**src/rtl/fifo_stream_out_if.sv**
```systemverilog
// Bundle between fifo_stream_out, the dual-clock FIFO read port and the stream sink.
// out_cnt exists only when FIFO_STREAM_OUT_CNT_EN is defined.
interface fifo_stream_out_if #(
    parameter int D_WIDTH = 32
);
    logic               fifo_rd_en;
    logic [D_WIDTH-1:0] fifo_rd_data;
    logic               fifo_rd_empty;
    logic [D_WIDTH-1:0] out_data;
    logic               out_valid;
    logic               out_ready;
`ifdef FIFO_STREAM_OUT_CNT_EN
    logic [31:0]        out_cnt;
`endif

    modport master (
        output fifo_rd_en,
        input  fifo_rd_data,
        input  fifo_rd_empty,
        output out_data,
        output out_valid,
        input  out_ready
`ifdef FIFO_STREAM_OUT_CNT_EN
        , output out_cnt
`endif
    );

    modport slave (
        input  fifo_rd_en,
        output fifo_rd_data,
        output fifo_rd_empty,
        input  out_data,
        input  out_valid,
        output out_ready
`ifdef FIFO_STREAM_OUT_CNT_EN
        , input out_cnt
`endif
    );
endinterface

```
**src/rtl/fifo_stream_out.sv**
```systemverilog
// FIFO pull-port to valid/ready stream adapter with a 2-entry holding buffer.
// Optional accepted-beat counter on out_cnt when FIFO_STREAM_OUT_CNT_EN is defined.
module fifo_stream_out #(
    parameter int D_WIDTH = 32
) (
    input  logic                clk_i,
    input  logic                rst_n_i,
    fifo_stream_out_if.master   bus
);
    logic [D_WIDTH-1:0] slot_p1 [2];
    logic               head_p1;
    logic [1:0]         cnt_p1;
    logic               inflight_p0;

    logic               pop;
    logic [2:0]         occ_next;
    logic               rd_en;
    logic               wr_idx;

    assign pop      = bus.out_valid & bus.out_ready;
    assign occ_next = {1'b0, cnt_p1} + {2'b00, inflight_p0} - {2'b00, pop};
    assign rd_en    = rst_n_i & ~bus.fifo_rd_empty & (occ_next < 3'd2);
    // The free slot behind the queued words is head+cnt whether or not the head word leaves now.
    assign wr_idx   = head_p1 ^ cnt_p1[0];

    assign bus.fifo_rd_en = rd_en;
    assign bus.out_valid  = (cnt_p1 != 2'd0);
    assign bus.out_data   = slot_p1[head_p1];

    // Stage 0 -> 1: strobe issued last cycle, FIFO word captured into the buffer now
    always_ff @(posedge clk_i or negedge rst_n_i) begin
        if (!rst_n_i) begin
            slot_p1[0]  <= '0;
            slot_p1[1]  <= '0;
            head_p1     <= 1'b0;
            cnt_p1      <= 2'd0;
            inflight_p0 <= 1'b0;
        end else begin
            if (inflight_p0) begin
                slot_p1[wr_idx] <= bus.fifo_rd_data;
            end
            if (pop) begin
                head_p1 <= ~head_p1;
            end
            cnt_p1      <= occ_next[1:0];
            inflight_p0 <= rd_en;
        end
    end

`ifdef FIFO_STREAM_OUT_CNT_EN
    logic [31:0] beat_cnt;

    always_ff @(posedge clk_i or negedge rst_n_i) begin
        if (!rst_n_i) begin
            beat_cnt <= 32'd0;
        end else if (pop) begin
            beat_cnt <= beat_cnt + 32'd1;
        end
    end

    assign bus.out_cnt = beat_cnt;
`endif
endmodule
```
**src/flat_wrapper.sv**
```systemverilog
// flat-port wrapper written by rule: the top's interface ports become plain ports
module fifo_stream_out_flat 
#(
    parameter int D_WIDTH = 32
)
  (clk_i, rst_n_i, bus_fifo_rd_en, bus_fifo_rd_data, bus_fifo_rd_empty, bus_out_data, bus_out_valid, bus_out_ready);
  fifo_stream_out_if #(.D_WIDTH(D_WIDTH)) bus_i ();
  input  logic clk_i;
  input  logic rst_n_i;
  output wire logic [$bits(bus_i.fifo_rd_en)-1:0] bus_fifo_rd_en;
  input wire logic [$bits(bus_i.fifo_rd_data)-1:0] bus_fifo_rd_data;
  input wire logic [$bits(bus_i.fifo_rd_empty)-1:0] bus_fifo_rd_empty;
  output wire logic [$bits(bus_i.out_data)-1:0] bus_out_data;
  output wire logic [$bits(bus_i.out_valid)-1:0] bus_out_valid;
  input wire logic [$bits(bus_i.out_ready)-1:0] bus_out_ready;
  assign bus_fifo_rd_en = bus_i.fifo_rd_en;
  assign bus_i.fifo_rd_data = bus_fifo_rd_data;
  assign bus_i.fifo_rd_empty = bus_fifo_rd_empty;
  assign bus_out_data = bus_i.out_data;
  assign bus_out_valid = bus_i.out_valid;
  assign bus_i.out_ready = bus_out_ready;
  fifo_stream_out #(.D_WIDTH(D_WIDTH)) u_core (.clk_i(clk_i), .rst_n_i(rst_n_i), .bus(bus_i));
endmodule
```
**config.mk**
```make
export PLATFORM = sky130hd
export DESIGN_NAME = fifo_stream_out_flat
export DESIGN_NICKNAME = d
export VERILOG_FILES = /design/src/rtl/fifo_stream_out_if.sv /design/src/rtl/fifo_stream_out.sv /design/src/flat_wrapper.sv
export SDC_FILE = /design/constraint.sdc
export NUM_CORES = 1
export LEC_CHECK = 0
export CAP_MARGIN = 10
export CORE_MARGIN = 10
export CORE_UTILIZATION = 47
export CTS_BUF_LIST = sky130_fd_sc_hd__clkbuf_8
export DETAILED_ROUTE_END_ITERATION = 10
export PLACE_DENSITY = 0.78
export SYNTH_ARGS = -nofsm -noshare
export SYNTH_HDL_FRONTEND = slang
export SYNTH_SLANG_ARGS = --single-unit
```
**constraint.sdc**
```tcl
create_clock -name clk_i -period 2.6 [get_ports clk_i]
set_input_delay 0.52 -clock clk_i [delete_from_list [all_inputs] [get_ports clk_i]]
set_output_delay 0.52 -clock clk_i [all_outputs]
set_load 0.01 [all_outputs]
```
==> results of run 1 <==
[final timing paths]
path                                           startpoint                              to  slack (ns)
min                                               rst_n_i  u_core.slot_p1[25]$_DFFE_PN0P_        0.45
max reg2reg                    u_core.cnt_p1[0]$_DFF_PN0_  u_core.slot_p1[32]$_DFFE_PN0P_        0.24
max in group asynchronous                         rst_n_i  u_core.slot_p1[16]$_DFFE_PN0P_        1.58
min in group clk_i                                rst_n_i    u_core.inflight_p0$_DFF_PN0_        0.49
min reg2reg                u_core.slot_p1[16]$_DFFE_PN0P_  u_core.slot_p1[16]$_DFFE_PN0P_        0.51
max                            u_core.cnt_p1[0]$_DFF_PN0_                  bus_fifo_rd_en       -0.43
[placed cells by master (no fill, tap or decap)]
cell type and count:
sky130_fd_sc_hd__and2_4 1, sky130_fd_sc_hd__buf_2 2, sky130_fd_sc_hd__buf_4 9, sky130_fd_sc_hd__bufinv_16 1, sky130_fd_sc_hd__clkbuf_8 10, sky130_fd_sc_hd__clkdlybuf4s50_1 67, sky130_fd_sc_hd__clkinv_2 2, sky130_fd_sc_hd__clkinv_4 1
sky130_fd_sc_hd__clkinvlp_4 2, sky130_fd_sc_hd__dfrtp_1 68, sky130_fd_sc_hd__fa_2 1, sky130_fd_sc_hd__ha_4 2, sky130_fd_sc_hd__inv_1 4, sky130_fd_sc_hd__inv_2 1, sky130_fd_sc_hd__mux2_2 66, sky130_fd_sc_hd__mux2_4 30
sky130_fd_sc_hd__nand2_1 1, sky130_fd_sc_hd__nor4b_4 1, sky130_fd_sc_hd__or2_2 1, sky130_fd_sc_hd__or2_4 1, sky130_fd_sc_hd__xnor2_2 1, sky130_fd_sc_hd__xor2_1 2
[per-layer routing]
metal	track usage, %	routed length, um	vias to the layer above
met5	0	0	-
met4	3.960	63	0
met3	5.786	385	5
met2	21.22	3148	38
met1	14.98	2727	892
li1	-	-	824
[worst reg2reg max path, cell delays in order (launching register included)]
cell and delay (ns):
sky130_fd_sc_hd__dfrtp_1 0.39, sky130_fd_sc_hd__buf_4 0.13, sky130_fd_sc_hd__buf_4 0.12, sky130_fd_sc_hd__buf_4 0.13
sky130_fd_sc_hd__xor2_1 0.16, sky130_fd_sc_hd__or2_2 0.89, sky130_fd_sc_hd__mux2_2 0.43
[through the flow]
| step | std cells | TNS [ns] | total power, mW |
|---|---|---|---|
| global route | 351 | -0.5441 | 5.981 |
| global placement | 333 | -0.8214 | 4.709 |
| finish | 351 | -0.4294 | 5.614 |
| CTS | 350 | -0.4435 | 5.690 |
| floorplan | 191 | -0.02034 | 3.626 |
| detailed placement | 333 | -0.8439 | 4.776 |
[logic make-up after synthesis]
logic type | Yosys count | share of synthesized area, %
muxes | 96 | 38.18
adders and majority gates | 3 | 1.440
and+or+nand+nor | 5 | 1.001
xor gates and xnor gates | 3 | 0.8405
buffers and inverters | 16 | 4.122
DFF | 68 | 54.42
[layout make-up]
cell class	instances	area, sq um	area share [%]
well taps	77	96.34	2.340
flip-flops and latches	68	1702	41.32
repair buffers	78	748.2	18.17
clock buffers	10	137.6	3.342
inverters	5	18.77	0.4558
multi-input cells	107	1351	32.82
clock inverters	6	63.81	1.550
[synth_stat cells]
library cell               number
sky130_fd_sc_hd__nor4b_1        1
sky130_fd_sc_hd__mux2_4        30
sky130_fd_sc_hd__buf_12         3
sky130_fd_sc_hd__clkbuf_1       2
sky130_fd_sc_hd__fa_1           1
sky130_fd_sc_hd__and2_1         1
sky130_fd_sc_hd__nand2_1        1
sky130_fd_sc_hd__ha_1           2
sky130_fd_sc_hd__dfrtp_1       68
sky130_fd_sc_hd__buf_6          2
sky130_fd_sc_hd__or2_2          1
sky130_fd_sc_hd__xor2_1         2
sky130_fd_sc_hd__mux2_2        66
sky130_fd_sc_hd__buf_2          4
sky130_fd_sc_hd__inv_1          5
sky130_fd_sc_hd__xnor2_1        1
sky130_fd_sc_hd__or2_1          1
[sequential cells by signal, summed over array words and instances (netlist names)]
name                flops
u_core.inflight_p0      1
u_core.head_p1          1
u_core.slot_p1         64
u_core.cnt_p1           2
[what timing repair did]
item                                    4_1_cts  5_1_grt
pin swaps                                     5        0
buffers inserted                              1        1
endpoints found under the setup margin        1        1
gates resized for setup                       4        0
[power groups by stage]
stage                     logic, mW  registers [mW]  clock network (mW)
after floorplan                1.82            1.81                   0
final                          2.86            1.89               0.870
after CTS                      2.91            1.88               0.901
after detailed placement       2.89            1.88                   0
after global routing           3.08            1.95               0.955
after global placement         2.84            1.87                   0
==> flow_metrics.env, run 1 <==
export IMPL_path_max_fanout=2
export IMPL_fillerInstances=495
export IMPL_grt_first_pass_wirelength_um=10320
export IMPL_wl_per_cell_um=18.02
export IMPL_switchingPower_mw=1.671
export IMPL_cts_hold_repair_buffers=0
export IMPL_critical_path_buf_inv_count=2
export IMPL_tritoncts_num_buffers=9
export IMPL_yosysTopAreaCellShare_pct=54.42
export IMPL_startpoint_type="flop"
export IMPL_ys_types=17
export IMPL_clock_sinks=68
export IMPL_final_hold_viol_count=0
export IMPL_mappedNetlistArea_sq_um=3127
export IMPL_nNetsFinal=308
export IMPL_crit_path_cell_trace="or2_4 -> and2_4 -> ha_4 -> inv_2 -> ha_4 -> fa_2 -> xnor2_2 -> nor4b_4 -> buf_2"
export IMPL_grt_start_max_net_pins=69
export IMPL_max_cap_violations=0
export IMPL_diodes=0
export IMPL_max_clock_freq_mhz=330.1
export IMPL_path_delay_family="adder cells"
export IMPL_final_hold_worst_slack_ns=0.4547
export IMPL_clk_root_buffer_cell="sky130_fd_sc_hd__clkbuf_8"
export IMPL_share_clk_of_total_power_pct=15.5
export IMPL_power_per_cell_area_nw_per_um2=1363
export IMPL_worst_endpoint_required_ns=2.08
export IMPL_power_sequential_fraction_pct=33.6
export IMPL_antenna_found_initial=0
export IMPL_final_layout_size_suffix_gt1_share_pct=48.18
export IMPL_ff_to_ff_path_depth=6
export IMPL_dieArea_sq_um=10320
export IMPL_via_count_of_the_first_global_routing_pass=1970
export IMPL_class_of_the_worst_hold_path="in -> async"
export IMPL_layout_worst_path_cycle_share_pct=116.5
export IMPL_ys_seq_elements=68
export IMPL_cpMaxStageDelayCell="sky130_fd_sc_hd__dfrtp_1"
export IMPL_initial_utilization_pct=48.68
export IMPL_post_synthesis_sequential_area_ratio_pct=54.42
export IMPL_yosys_top_cell_by_area="sky130_fd_sc_hd__dfrtp_1"
export IMPL_syn_num_nets=230
export IMPL_worst_skew_pair_late_latency_ns=0.34
export IMPL_finalSetupViolations=1
export IMPL_path_class="reg -> out"
export IMPL_drt_initial_drc_count=31
export IMPL_gp_congestion=0.6669
export IMPL_clk_path_buf_depth=2
export IMPL_timing_slew_headroom_pct=25.18
export IMPL_clock_skew_ns=0.002445
export IMPL_synthCells=191
export IMPL_remaining_drc_errors=0
export IMPL_worst_pin_slew_ns=1.122
export IMPL_ir_worst_vdd_mv=0.8072
export IMPL_coreArea_sq_um=6422
export IMPL_report_final_slew_viol_count=0
export IMPL_place_detailed_hpwl_um=4209
export IMPL_area_growth_pct=31.69
export IMPL_routed_wl_um=6324
export IMPL_final_area_sq_um=4118
export IMPL_switching_share_pct=29.77
export IMPL_die_height_um=101.6
export IMPL_ys_warnings_count=0
export IMPL_worst_setup_path_end_kind="output port"
export IMPL_pwr_share_comb_pct=50.9
export IMPL_cts_tree="built"
export IMPL_detailroute_via_count=1759
export IMPL_intPower_mw=3.943
export IMPL_critical_path_top_cell_by_count="sky130_fd_sc_hd__ha_4"
export IMPL_via_per_inst=5.011
export IMPL_synth_area_per_cell_sq_um=16.37
export IMPL_yosys_top_cells_area="sky130_fd_sc_hd__dfrtp_1, sky130_fd_sc_hd__mux2_2, sky130_fd_sc_hd__mux2_4"
export IMPL_io_buffers=69
export IMPL_globalRouteOverflowTotal=0
export IMPL_violations_in_the_final_reports="negative setup slack"
export IMPL_dpl_cell_area_sq_um=3906
export IMPL_preCtsSetupSlack_ns=-0.8439
export IMPL_outcome="finished with violations"
export IMPL_h_tree_depth=3
export IMPL_rsz0062_at_grt="yes"
export IMPL_cpPeakStageDelay_ns=0.39
export IMPL_die_width_um=101.6
export IMPL_critical_path_cell_count=9
export IMPL_placementRows=29
export IMPL_num_io_pins=70
export IMPL_static_leakage_power_nw=1.839
export IMPL_drt_first_pass_iters=3
export IMPL_track_usage_pct=12.97
export IMPL_utilization_pct=64.11
export IMPL_path_clk_slew_ns=0.07
export IMPL_timing_critical_path_arrival_ns=2.51
export IMPL_final_min_clock_period_ns=3.029
export IMPL_final_antenna_net_count=0
export IMPL_layout_setup_ws_ns=-0.4294
Power figures use the tool's default switching activity.
==> run 2: changes to the inputs <==
- SLEW_MARGIN: not set -> 10
==> results of run 2 <==
The final DEF is identical to that of run 1; final timing and power are the same.
==> run 3: changes to the inputs <==
- CORE_UTILIZATION: 47 -> 37
- PLACE_DENSITY: 0.78 -> not set
==> run 3 against run 2 <==
  * The flow still finishes with violations (negative setup slack)
  * Clock power increased by 0.7%
  * Cell area increased by 1.2%
  * Hold slack got worse by 0.023 ns
  * Largest power group unchanged
  * Routed wire length increased by 1.3%
  * Sequential power about the same
  * First-iteration DRC count decreased by 23%
  * Count of clock-buffer cells in the layout increased by 1
==> flow_metrics.env, run 3 (synthesis results as in run 1) <==
export IMPL_global_route_usage_met3_pct=4.724
export IMPL_critical_path_reg2reg_endpoint="u_core.inflight_p0$_DFF_PN0_"
export IMPL_gp_congestion=0.6970
export IMPL_ff2ff_setup_slack_ns=0.52
export IMPL_final_hold_worst_slack_ns=0.4313
export IMPL_power_per_cell_area_nw_per_um2=1344
export IMPL_static_leakage_power_nw=1.853
export IMPL_layout_setup_ws_ns=-0.4090
export IMPL_clock_sinks=68
export IMPL_finalSetupViolations=1
export IMPL_multiInputGateArea_sq_um=1351
export IMPL_diodes=0
export IMPL_area_growth_pct=33.25
export IMPL_busiest_layer="met2"
export IMPL_preCtsSetupSlack_ns=-0.8547
export IMPL_die_height_um=111.9
export IMPL_tritoncts_num_buffers=9
export IMPL_final_min_clock_period_ns=3.009
export IMPL_via_per_inst=4.694
export IMPL_placementRows=33
export IMPL_path_clk_slew_ns=0.07
export IMPL_sum_of_negative_setup_slack_ns=-0.4090
export IMPL_num_io_pins=70
export IMPL_cpPeakStageDelay_ns=0.40
export IMPL_number_of_flip_flops_in_the_largest_register=64
export IMPL_outcome="finished with violations"
export IMPL_coreArea_sq_um=8217
export IMPL_timing_critical_path_arrival_ns=2.49
export IMPL_crit_start="u_core.cnt_p1[1]$_DFF_PN0_"
export IMPL_track_usage_pct=10.54
export IMPL_layout_worst_path_cycle_share_pct=115.7
export IMPL_critical_path_top_cell_by_count="sky130_fd_sc_hd__ha_4"
export IMPL_h_tree_depth=3
export IMPL_dpl_cell_area_sq_um=3961
export IMPL_worst_endpoint_required_ns=2.08
export IMPL_worst_skew_pair_late_latency_ns=0.34
export IMPL_clock_skew_ns=0.006639
export IMPL_critical_path_buf_inv_count=2
export IMPL_cpMaxStageDelayCell="sky130_fd_sc_hd__dfrtp_1"
export IMPL_detailroute_via_count=1779
export IMPL_global_route_usage_met1_pct=12.46
export IMPL_drt_initial_drc_count=24
export IMPL_routed_wl_um=6407
export IMPL_seqCellArea_sq_um=1702
export IMPL_nNetsFinal=308
export IMPL_globalRouteOverflowTotal=0
export IMPL_layout_cells_most_common="sky130_fd_sc_hd__dfrtp_1"
export IMPL_final_layout_size_suffix_gt1_share_pct=47.81
export IMPL_intPower_mw=3.958
export IMPL_power_sequential_fraction_pct=33.4
export IMPL_numPlacedInstances=362
export IMPL_pwr_share_comb_pct=51.0
export IMPL_ir_worst_vdd_mv=0.6053
export IMPL_worst_pin_slew_ns=0.8537
export IMPL_ff_to_ff_path_depth=8
export IMPL_place_detailed_hpwl_um=4353
export IMPL_share_clk_of_total_power_pct=15.6
export IMPL_report_final_slew_viol_count=0
export IMPL_remaining_drc_errors=0
export IMPL_utilization_pct=50.71
export IMPL_worst_setup_path_end_kind="output port"
export IMPL_max_clock_freq_mhz=332.3
export IMPL_fillerInstances=720
export IMPL_switchingPower_mw=1.640
export IMPL_grt_start_max_net_pins=69
export IMPL_cts_tree="built"
export IMPL_design_power_total_mw=5.598
export IMPL_timing_slew_headroom_pct=43.09
export IMPL_crit_path_cell_trace="or2_4 -> and2_4 -> ha_4 -> inv_2 -> ha_4 -> fa_2 -> xnor2_2 -> nor4b_4 -> buf_2"
export IMPL_startpoint_type="flop"
export IMPL_path_class="reg -> out"
export IMPL_largest_register="u_core.slot_p1"
export IMPL_wl_per_cell_um=16.91
export IMPL_path_delay_family="adder cells"
export IMPL_clk_path_buf_depth=2
export IMPL_largest_registers="u_core.slot_p1: 64 flops, u_core.cnt_p1: 2 flops"
export IMPL_path_max_fanout=2
export IMPL_switching_share_pct=29.30
export IMPL_layout_cells_most_common_list="sky130_fd_sc_hd__dfrtp_1, sky130_fd_sc_hd__clkdlybuf4s50_1, sky130_fd_sc_hd__mux2_2"
export IMPL_io_buffers=69
export IMPL_die_width_um=111.9
export IMPL_grt_first_pass_wirelength_um=10700
export IMPL_drt_first_pass_iters=2
export IMPL_final_antenna_net_count=0
export IMPL_final_cell_count_no_fill=379
export IMPL_via_count_of_the_first_global_routing_pass=2023
export IMPL_final_area_sq_um=4167
export IMPL_final_hold_viol_count=0
export IMPL_max_cap_violations=0
export IMPL_dieArea_sq_um=12530
export IMPL_class_of_the_worst_hold_path="in -> async"
export IMPL_violations_in_the_final_reports="negative setup slack"
export IMPL_worstReg2RegStart="u_core.cnt_p1[1]$_DFF_PN0_"
export IMPL_rsz0062_at_grt="yes"
export IMPL_grt_util_met2_pct=16.74
export IMPL_clk_root_buffer_cell="sky130_fd_sc_hd__clkbuf_8"
export IMPL_antenna_found_initial=0
export IMPL_initial_utilization_pct=38.05
==> run 3: worst max-delay path by stage <==
stage          cells after the start  slack [ns]             end
3_3_place_gp                       9       -0.83  bus_fifo_rd_en
3_5_place_dp                       9       -0.85  bus_fifo_rd_en
5_1_grt                            9       -0.54  bus_fifo_rd_en
6_report                           9       -0.41  bus_fifo_rd_en
4_1_cts                            9       -0.45  bus_fifo_rd_en
2_1_floorplan                      8       -0.02  bus_fifo_rd_en
==> run 3: area by class of cell <==
type,count,area share [%]
Timing Repair Buffer,78,18.26
Clock inverter,5,1.231
Multi-Input combinational cell,107,32.43
Inverter,5,0.4505
Sequential cell,68,40.84
Clock buffer,11,3.634
Tap cell,105,3.153
==> run 3: layer usage <==
metal	vias up	routed length [um]
met2	44	3054
met5	-	0
met1	899	2859
met4	0	86
met3	9	407
li1	827	-
==> run 3: what timing repair did <==
item                                    CTS  global route
pin swaps                                 5             0
setup buffers                             1             0
hold buffers                              0             0
endpoints found under the setup margin    1             1
resized for setup                         4             0
==> run 3: power groups by stage <==
stage | clock [mW] | combinational, mW | sequential [mW]
floorplan | 0 | 1.82 | 1.81
global placement | 0 | 2.87 | 1.87
detailed placement | 0 | 2.90 | 1.88
CTS | 0.907 | 2.92 | 1.87
global route | 0.953 | 3.09 | 1.95
finish | 0.876 | 2.85 | 1.87
